==> config.mk <==
export PLATFORM = sky130hd
export DESIGN_NAME = rd_return_collector
export DESIGN_NICKNAME = d
export VERILOG_FILES = /design/src/rtl/rd_return_collector.sv
export SDC_FILE = /design/constraint.sdc
export NUM_CORES = 2
export LEC_CHECK = 0
export BUFFER_PORTS_ARGS = -buffer_cell sky130_fd_sc_hd__buf_4
export CAP_MARGIN = 20
export CORE_ASPECT_RATIO = 2
export CORE_UTILIZATION = 45
export CTS_CLUSTER_DIAMETER = 80
export DETAILED_ROUTE_END_ITERATION = 10
export HOLD_SLACK_MARGIN = 0.15
export PLACE_DENSITY_LB_ADDON = 0.15
export RECOVER_POWER = 100
export SETUP_SLACK_MARGIN = 0.05
export SYNTH_ARGS = -nofsm -noshare
export SYNTH_HDL_FRONTEND = slang
export SYNTH_SLANG_ARGS = --single-unit
==> constraint.sdc <==
create_clock -name clk -period 17.6 [get_ports clk]
set_clock_uncertainty 0.05 [all_clocks]
set_input_delay 2.64 -clock clk [delete_from_list [all_inputs] [get_ports clk]]
set_output_delay 2.64 -clock clk [all_outputs]
set_load 0.005 [all_outputs]
==> src/rtl/rd_return_collector.sv <==
// rd_return_collector
//
// Matches read bursts returned by the PHY against the read commands issued by
// the dispatcher. Each issued read pushes a one-bit tag (1 = periodic read)
// into a tag FIFO. Each returned burst pops one tag:
//   - periodic bursts are presented once on pr_valid/pr_data (no backpressure)
//   - host bursts are buffered, then serialized LSB word first onto a
//     valid/ready stream
// Protocol errors are recorded in sticky bits that are cleared by err_clr.
//
// Ports:
//   clk, rst            clock, synchronous active-high reset
//   rd_issue            one pulse per issued read command
//   rd_issue_pr         qualifies rd_issue: 1 = periodic read
//   dfi_rddata_valid    PHY returned-burst strobe
//   dfi_rddata          PHY returned burst
//   out_valid/out_ready host stream handshake
//   out_data, out_last  host stream word, final word of a burst
//   pr_valid, pr_data   periodic-read single-cycle pulse and burst
//   outstanding         registered tag FIFO occupancy
//   err_clr             clears all sticky errors
//   tag_overflow        issue while tag FIFO full
//   orphan_err          data returned with no tag queued
//   drop_err            host burst dropped because the burst buffer was full
//   timeout_err         reads outstanding for TIMEOUT cycles with no return
module rd_return_collector #(
  parameter int unsigned DATA_WIDTH = 512,
  parameter int unsigned OUT_WIDTH  = 64,
  parameter int unsigned TAG_DEPTH  = 16,
  parameter int unsigned DBUF_DEPTH = 4,
  parameter int unsigned TIMEOUT    = 255
) (
  input  logic                         clk,
  input  logic                         rst,
  input  logic                         rd_issue,
  input  logic                         rd_issue_pr,
  input  logic                         dfi_rddata_valid,
  input  logic [DATA_WIDTH-1:0]        dfi_rddata,
  output logic                         out_valid,
  input  logic                         out_ready,
  output logic [OUT_WIDTH-1:0]         out_data,
  output logic                         out_last,
  output logic                         pr_valid,
  output logic [DATA_WIDTH-1:0]        pr_data,
  output logic [$clog2(TAG_DEPTH):0]   outstanding,
  input  logic                         err_clr,
  output logic                         tag_overflow,
  output logic                         orphan_err,
  output logic                         drop_err,
  output logic                         timeout_err
);

  localparam int unsigned Words  = DATA_WIDTH / OUT_WIDTH;
  localparam int unsigned IdxW   = (Words > 1) ? $clog2(Words) : 1;
  localparam int unsigned TagAw  = $clog2(TAG_DEPTH);
  localparam int unsigned DbufAw = $clog2(DBUF_DEPTH);
  localparam int unsigned TmoW   = $clog2(TIMEOUT + 1);

  localparam logic [IdxW-1:0]  LastIdx    = IdxW'(Words - 1);
  localparam logic [TagAw:0]   TagCntMax  = TAG_DEPTH[TagAw:0];
  localparam logic [DbufAw:0]  DbufCntMax = DBUF_DEPTH[DbufAw:0];
  localparam logic [TmoW-1:0]  TmoMax     = TIMEOUT[TmoW-1:0];

  typedef enum logic {StIdle, StSend} state_t;

  // ---------------------------------------------------------------------------
  // Tag FIFO
  // ---------------------------------------------------------------------------
  logic             tag_mem [TAG_DEPTH];
  logic [TagAw-1:0] tag_wr_q, tag_rd_q;
  logic [TagAw:0]   tag_cnt_q, tag_cnt_d;
  logic             tag_full, tag_empty, tag_push, tag_pop, tag_head;

  assign tag_full  = (tag_cnt_q == TagCntMax);
  assign tag_empty = (tag_cnt_q == '0);
  // Pops see only registered occupancy: a same-cycle push cannot satisfy data.
  assign tag_pop   = dfi_rddata_valid & ~tag_empty;
  // A pop in the same cycle frees the slot for a push into a full FIFO.
  assign tag_push  = rd_issue & (~tag_full | tag_pop);
  assign tag_head  = tag_mem[tag_rd_q];

  always_comb begin
    tag_cnt_d = tag_cnt_q;
    if (tag_push && !tag_pop) begin
      tag_cnt_d = tag_cnt_q + 1'b1;
    end else if (!tag_push && tag_pop) begin
      tag_cnt_d = tag_cnt_q - 1'b1;
    end
  end

  // ---------------------------------------------------------------------------
  // Burst routing
  // ---------------------------------------------------------------------------
  logic pr_evt, host_evt;
  assign pr_evt   = tag_pop & tag_head;
  assign host_evt = tag_pop & ~tag_head;

  // ---------------------------------------------------------------------------
  // Host burst buffer
  // ---------------------------------------------------------------------------
  logic [DATA_WIDTH-1:0] dbuf_mem [DBUF_DEPTH];
  logic [DbufAw-1:0]     dbuf_wr_q, dbuf_rd_q;
  logic [DbufAw:0]       dbuf_cnt_q, dbuf_cnt_d;
  logic                  dbuf_full, dbuf_wr, burst_pop;

  state_t          state_q, state_d;
  logic [IdxW-1:0] idx_q, idx_d;

  assign dbuf_full = (dbuf_cnt_q == DbufCntMax);
  // Last word accepted: the head burst leaves the buffer this cycle.
  assign burst_pop = (state_q == StSend) & out_ready & (idx_q == LastIdx);
  assign dbuf_wr   = host_evt & (~dbuf_full | burst_pop);

  always_comb begin
    dbuf_cnt_d = dbuf_cnt_q;
    if (dbuf_wr && !burst_pop) begin
      dbuf_cnt_d = dbuf_cnt_q + 1'b1;
    end else if (!dbuf_wr && burst_pop) begin
      dbuf_cnt_d = dbuf_cnt_q - 1'b1;
    end
  end

  always_ff @(posedge clk) begin
    if (tag_push) begin
      tag_mem[tag_wr_q] <= rd_issue_pr;
    end
    if (dbuf_wr) begin
      dbuf_mem[dbuf_wr_q] <= dfi_rddata;
    end
  end

  // ---------------------------------------------------------------------------
  // Serializer
  // ---------------------------------------------------------------------------
  always_comb begin
    state_d = state_q;
    idx_d   = idx_q;
    unique case (state_q)
      StIdle: begin
        if (dbuf_cnt_q != '0) begin
          state_d = StSend;
          idx_d   = '0;
        end
      end
      StSend: begin
        if (out_ready) begin
          if (idx_q == LastIdx) begin
            idx_d = '0;
            // Stay in SEND when another burst is waiting so bursts run back to back.
            if (dbuf_cnt_d == '0) begin
              state_d = StIdle;
            end
          end else begin
            idx_d = idx_q + 1'b1;
          end
        end
      end
      default: begin
        state_d = StIdle;
        idx_d   = '0;
      end
    endcase
  end

  logic [OUT_WIDTH-1:0] out_word;

  always_comb begin
    out_word = '0;
    for (int unsigned i = 0; i < Words; i++) begin
      if (idx_q == IdxW'(i)) begin
        out_word = dbuf_mem[dbuf_rd_q][i*OUT_WIDTH +: OUT_WIDTH];
      end
    end
  end

  assign out_valid = (state_q == StSend);
  assign out_data  = out_valid ? out_word : '0;
  assign out_last  = out_valid & (idx_q == LastIdx);

  // ---------------------------------------------------------------------------
  // Timeout counter
  // ---------------------------------------------------------------------------
  logic [TmoW-1:0] tmo_q, tmo_d;

  always_comb begin
    tmo_d = tmo_q;
    if (tag_pop || tag_empty) begin
      tmo_d = '0;
    end else if (tmo_q != TmoMax) begin
      tmo_d = tmo_q + 1'b1;
    end
  end

  // ---------------------------------------------------------------------------
  // State registers
  // ---------------------------------------------------------------------------
  logic                  pr_valid_q;
  logic [DATA_WIDTH-1:0] pr_data_q;
  logic                  ovf_q, orphan_q, drop_q, tmo_err_q;

  always_ff @(posedge clk) begin
    if (rst) begin
      tag_wr_q   <= '0;
      tag_rd_q   <= '0;
      tag_cnt_q  <= '0;
      dbuf_wr_q  <= '0;
      dbuf_rd_q  <= '0;
      dbuf_cnt_q <= '0;
      state_q    <= StIdle;
      idx_q      <= '0;
      tmo_q      <= '0;
      pr_valid_q <= 1'b0;
      pr_data_q  <= '0;
      ovf_q      <= 1'b0;
      orphan_q   <= 1'b0;
      drop_q     <= 1'b0;
      tmo_err_q  <= 1'b0;
    end else begin
      if (tag_push)  tag_wr_q  <= tag_wr_q + 1'b1;
      if (tag_pop)   tag_rd_q  <= tag_rd_q + 1'b1;
      if (dbuf_wr)   dbuf_wr_q <= dbuf_wr_q + 1'b1;
      if (burst_pop) dbuf_rd_q <= dbuf_rd_q + 1'b1;
      tag_cnt_q  <= tag_cnt_d;
      dbuf_cnt_q <= dbuf_cnt_d;
      state_q    <= state_d;
      idx_q      <= idx_d;
      tmo_q      <= tmo_d;
      pr_valid_q <= pr_evt;
      if (pr_evt) pr_data_q <= dfi_rddata;
      // A new error event in the clear cycle keeps its bit set.
      ovf_q     <= (ovf_q & ~err_clr)     | (rd_issue & tag_full & ~tag_pop);
      orphan_q  <= (orphan_q & ~err_clr)  | (dfi_rddata_valid & tag_empty);
      drop_q    <= (drop_q & ~err_clr)    | (host_evt & dbuf_full & ~burst_pop);
      tmo_err_q <= (tmo_err_q & ~err_clr) | (tmo_q == TmoMax);
    end
  end

  assign pr_valid     = pr_valid_q;
  assign pr_data      = pr_data_q;
  assign outstanding  = tag_cnt_q;
  assign tag_overflow = ovf_q;
  assign orphan_err   = orphan_q;
  assign drop_err     = drop_q;
  assign timeout_err  = tmo_err_q;

endmodule

## Word level (Yosys, flattened, before mapping)

Memory sizes are Yosys's and may differ from the RTL's. A register that Yosys moved wholly into a read port is not among the register bits.
Cells that the tools add are included.

| operators by class | value |
|---|---|
| reduce and logical (&&, ||, !) cells | 16 |
| mux-type cells | 30 |
| bitwise gates (word level) | 31 |
| equality and inequality tests | 13 |
| add/sub/neg operators | 10 |

Operators by type and width:

| kind | number |
|---|---|
| $mux 64 | 9 |
| $and 1x1->1 | 17 |
| $eq 3x3->1 const B | 5 |
| $mux 3 | 5 |
| $mux 5 | 2 |
| $add 4x1->4 const B | 2 |
| $add 8x1->8 const B | 1 |
| $eq 8x8->1 const B | 1 |
| $mux 1 | 8 |
| $mux 4 | 2 |
| $ne 8x8->1 const B | 1 |
| $not 1->1 | 8 |
| $add 3x1->3 const B | 2 |
| $eq 3x2->1 const B | 2 |
| $logic_not 3->1 | 2 |
| $or 1x1->1 | 6 |
| $pmux 3 s2 | 1 |
| $add 5x1->5 const B | 1 |
| $eq 5x5->1 const B | 1 |
| $logic_not 5->1 | 1 |
| $sub 5x1->5 const B | 1 |
| $add 2x1->2 const B | 2 |
| $logic_and 1x1->1 | 4 |
| $logic_not 1->1 | 4 |
| other kinds (10) | 12 |

| word-level totals | value |
|---|---|
| RAM bits | 2064 |
| memories | 2 |
| bits in registers | 549 |
| word-level logic and storage cells | 117 |
| bits of input ports | 519 |
| output and inout port bits | 588 |

Memory list:

| memory | words | bits a word | read ports | clocked after memory_dff | write ports | line | text |
|---|---|---|---|---|---|---|---|
| dbuf_mem | 4 | 512 | 1 | 1 | 1 | 101 | `logic [DATA_WIDTH-1:0] dbuf_mem [DBUF_DEPTH];` |
| tag_mem | 16 | 1 | 1 | 1 | 1 | 69 | `logic tag_mem [TAG_DEPTH];` |

## Longest topological paths before layout

| depth | value |
|---|---|
| depth after elaboration | 14 |
| gate-level depth with buffers | 13 |
| gate-level depth less buffers | 13 |

## Worst setup path before layout

Ideal clock, no wire load.

| timing path | value |
|---|---|
| path kind | input port to flip-flop |
| from | input dfi_rddata_valid |
| to | memory dbuf_mem[0][0] (enable) |
| slack | 1.708 ns |
| required time | 16.606 ns |
| cell stages on the path | 4 |
| setup time | 0.944 ns |
| buffers on the path | 1 |
| arrival time | 14.899 ns |
| cell sequence | nor2b_1 > and3_1 > clkbuf_1 > and2_1 |

| on the way | value |
|---|---|
| cells in the longest elaborated chain, start to end | 5 |

Ends and longest elaborated chain:

| element | line | text |
|---|---|---|
| start, declared | 37 | `input logic dfi_rddata_valid,` |
| $and 1x1->1 | 77 | `assign tag_pop = dfi_rddata_valid & ~tag_empty;` |
| $and 1x1->1 | 96 | `assign host_evt = tag_pop & ~tag_head;` |
| $and 1x1->1 | 112 | `assign dbuf_wr = host_evt & (~dbuf_full \| burst_pop);` |
| $mux 1 | 127 | `if (dbuf_wr) begin` |
| $mux 1 (not written as such) | 128 | `dbuf_mem[dbuf_wr_q] <= dfi_rddata;` |
| end, declared | 101 |  |

Every way passes these cells.

## Worst setup path after layout

| timing path | value |
|---|---|
| from | input dfi_rddata_valid |
| to | memory dbuf_mem[0][47] (enable) |

Same word-level chain as after synthesis.

==> results.toml <==
[synth]
synth_area_leaders = "edfxtp_1 64%, mux4_2 12%, dfxtp_1 11%"
synth_area_mm2 = 0.0973
netlist.top_cell.by_area = "edfxtp_1"
synth_top_cell_area_share = 0.637
synth_ff_type = "edfxtp_1"
synthArstFlopShare = 0
avgSynthCellArea_um2 = 16.8
synth-edff-count = 2064
ys_seq_area_frac = 0.751
ys.warnings.count = 0
synth.net_count = 6331
ys_seq_elements = 2619
synthesis.instances = 5788
synth_cell_types = 44

[sta]
setup_tns_ps = 0
rsz0062_at_grt = "no"
slew_headroom = -2.40
setup_ws_ps = 5040
max_freq_mhz = 79.6
slew_violations = 1959
setup_viol = 0
worst_slew_pin_slew_ps = 5090
hold_viol_final = 0
min_period_ps = 12560
fin_crit_sh = 0.714

[final_layout]
multiInputGateArea_mm2 = 0.0225
fillerInstances = 18000
layout.cells.most_common = "edfxtp_1"
syn2layout_area_growth_pct = 16.3
drive_gt1_frac = 0.188
regArea_mm2 = 0.0731
layout_common_cells = "2064 x edfxtp_1, 1045 x nand2_1, 813 x clkbuf_1"
finalNonFillerCells = 9830
postLayoutCellArea_mm2 = 0.113
nets = 7379

[clock_tree]
holdBufCountCts = 0
cts_max_level = 4
cts_setup_buffers = 0
cts_buffers = 231
clockBufferDepth = 4
cts-root-buf = "clkbuf_16"
clk_pin_slew_worst_paths_ps = 60
cts.sink_count = 2619
worstSkewPairLatency_ps = 880
post_cts_resized = 0
cts_tree = "built"

[pwr]
switching_share = 0.262
combinationalPowerShare = 0.152
seqPwrFrac = 0.507
peakVddDrop_uv = 146
p_clk_frac = 0.341
p_leak_nw = 35.5
intPower_w = 0.0112
powerDensity_mw_per_mm2 = 134
switchingPower_w = 0.00396
p_total_w = 0.0151

[worst_setup_path]
path_max_fanout = 61
cp.arrival_ps = 12880
critPathLaunchType = "primary input"
endpoint_kind = "flop"
crit_type = "primary input to flop"
worst_ep_required_time_ps = 17920

[global_routing]
grt_pass1_vias = 56400
antenna_found_initial = 24
grt_overflow = 0
grt.total_usage = 0.247
grt_max_degree = 180
grt_pass1_wl_um = 390000

[detailed_routing]
route.detailed.drc = 4
drtPass1Iterations = 8
vias = 56200
drtAntennaViolNets = 0
avgViaCountPerCell = 5.72
drt-total-wl_um = 274000
first_iter_violations = 4506
routedWlPerCell_um = 27.9

[placed_design]
place_ws_ps = 9390
dpl.hpwl_um = 178000
numPortBuffers = 1106
placed_area_mm2 = 0.108
dp.cells = 9395
finalWeightedCongestion = 0.798

[die]
dieArea_mm2 = 0.218
start_util = 0.452
core_mm2 = 0.215
die_y_um = 659
boundaryPins = 1107
row_count = 241
die_x_um = 331

[status]
violations = "DRC, capacitance limit, slew limit"
status = "complete, but fails checks"

[job]
maxCapViolCount = 33

[min_path]
hold_path_class = "flop to flop"
## synthesized netlist by cell type, drive strengths merged, types with 34 or more instances
master	n
a21oi	624
a221oi	34
a22oi	96
buf	168
clkbuf	207
dfxtp	555
edfxtp	2064
mux4	515
nand2	1052
nor2	150
o21ai	69
o22ai	96
## registers in the layout, summed over array words and instances (netlist names), 2 cells and up, named ones only
name         flops
pr_data        512
dbuf_wr_q        2
outstanding      5
dbuf_mem      2048
idx_q            3
tag_rd_q         4
dbuf_rd_q        2
tag_mem         16
tag_wr_q         4
tmo_q            8
dbuf_cnt_q       3
## routing by layer
metal	GRT usage	wire (um)
met5	0	74
met4	0.0635	6840
met3	0.0437	18900
met2	0.404	134000
met1	0.342	114000
## final timing paths
check / end / from / slack [ps] / cells past startpoint
worst min register to register: pr_data[88] / pr_data[88] / 400 / 2
worst min-delay path: pr_data[88] / pr_data[88] / 400 / 2
worst max register to register: dbuf_mem[0][47] / idx_q[2] / 5330 / 9
worst max-delay path: dbuf_mem[0][47] / dfi_rddata_valid / 5040 / 6
## worst max-delay path, stage by stage
cell      delay (ps)
clkbuf_1         160
nor2b_1          540
and3_1           390
and2_0          3500
clkbuf_1        2810
clkbuf_1        2670
## area by class of cell
type	instances	area share
clock inverters	100	0.00947
inverters	17	0.000564
repair buffers	1190	0.0551
flip-flops and latches	2619	0.646
multi-input cells	2777	0.199
well taps	2794	0.0309
diodes	9	0.000199
clock buffers	324	0.0582
## power by group through the flow
| stage | Clock, W | Combinational, W | Sequential [W] |
|---|---|---|---|
| after CTS | 0.00527 | 0.00248 | 0.00765 |
| after global placement | 0 | 0.00245 | 0.00774 |
| after floorplan | 0 | 0.00123 | 0.00802 |
| final | 0.00516 | 0.00230 | 0.00768 |
| after detailed placement | 0 | 0.00248 | 0.00778 |
| after global routing | 0.00547 | 0.00251 | 0.00774 |
## logic make-up after synthesis
logic type,share of synthesized area
AO/OA/AOI/OAI,0.0555
XOR/XNOR,0.00153
adder cells (fa/ha/maj),0.00316
buffers and inverters,0.0185
flip-flops,0.751
multiplexers,0.121
AND/OR/NAND/NOR,0.0492
## stage by stage
stage,hold slack [ps],util
detailed placement,397,0.504
global placement,392,0.503
global route,420,0.526
finish,402,0.526
floorplan,398,-
CTS,406,0.539
Note: power is estimated with default switching activity, not from simulation.
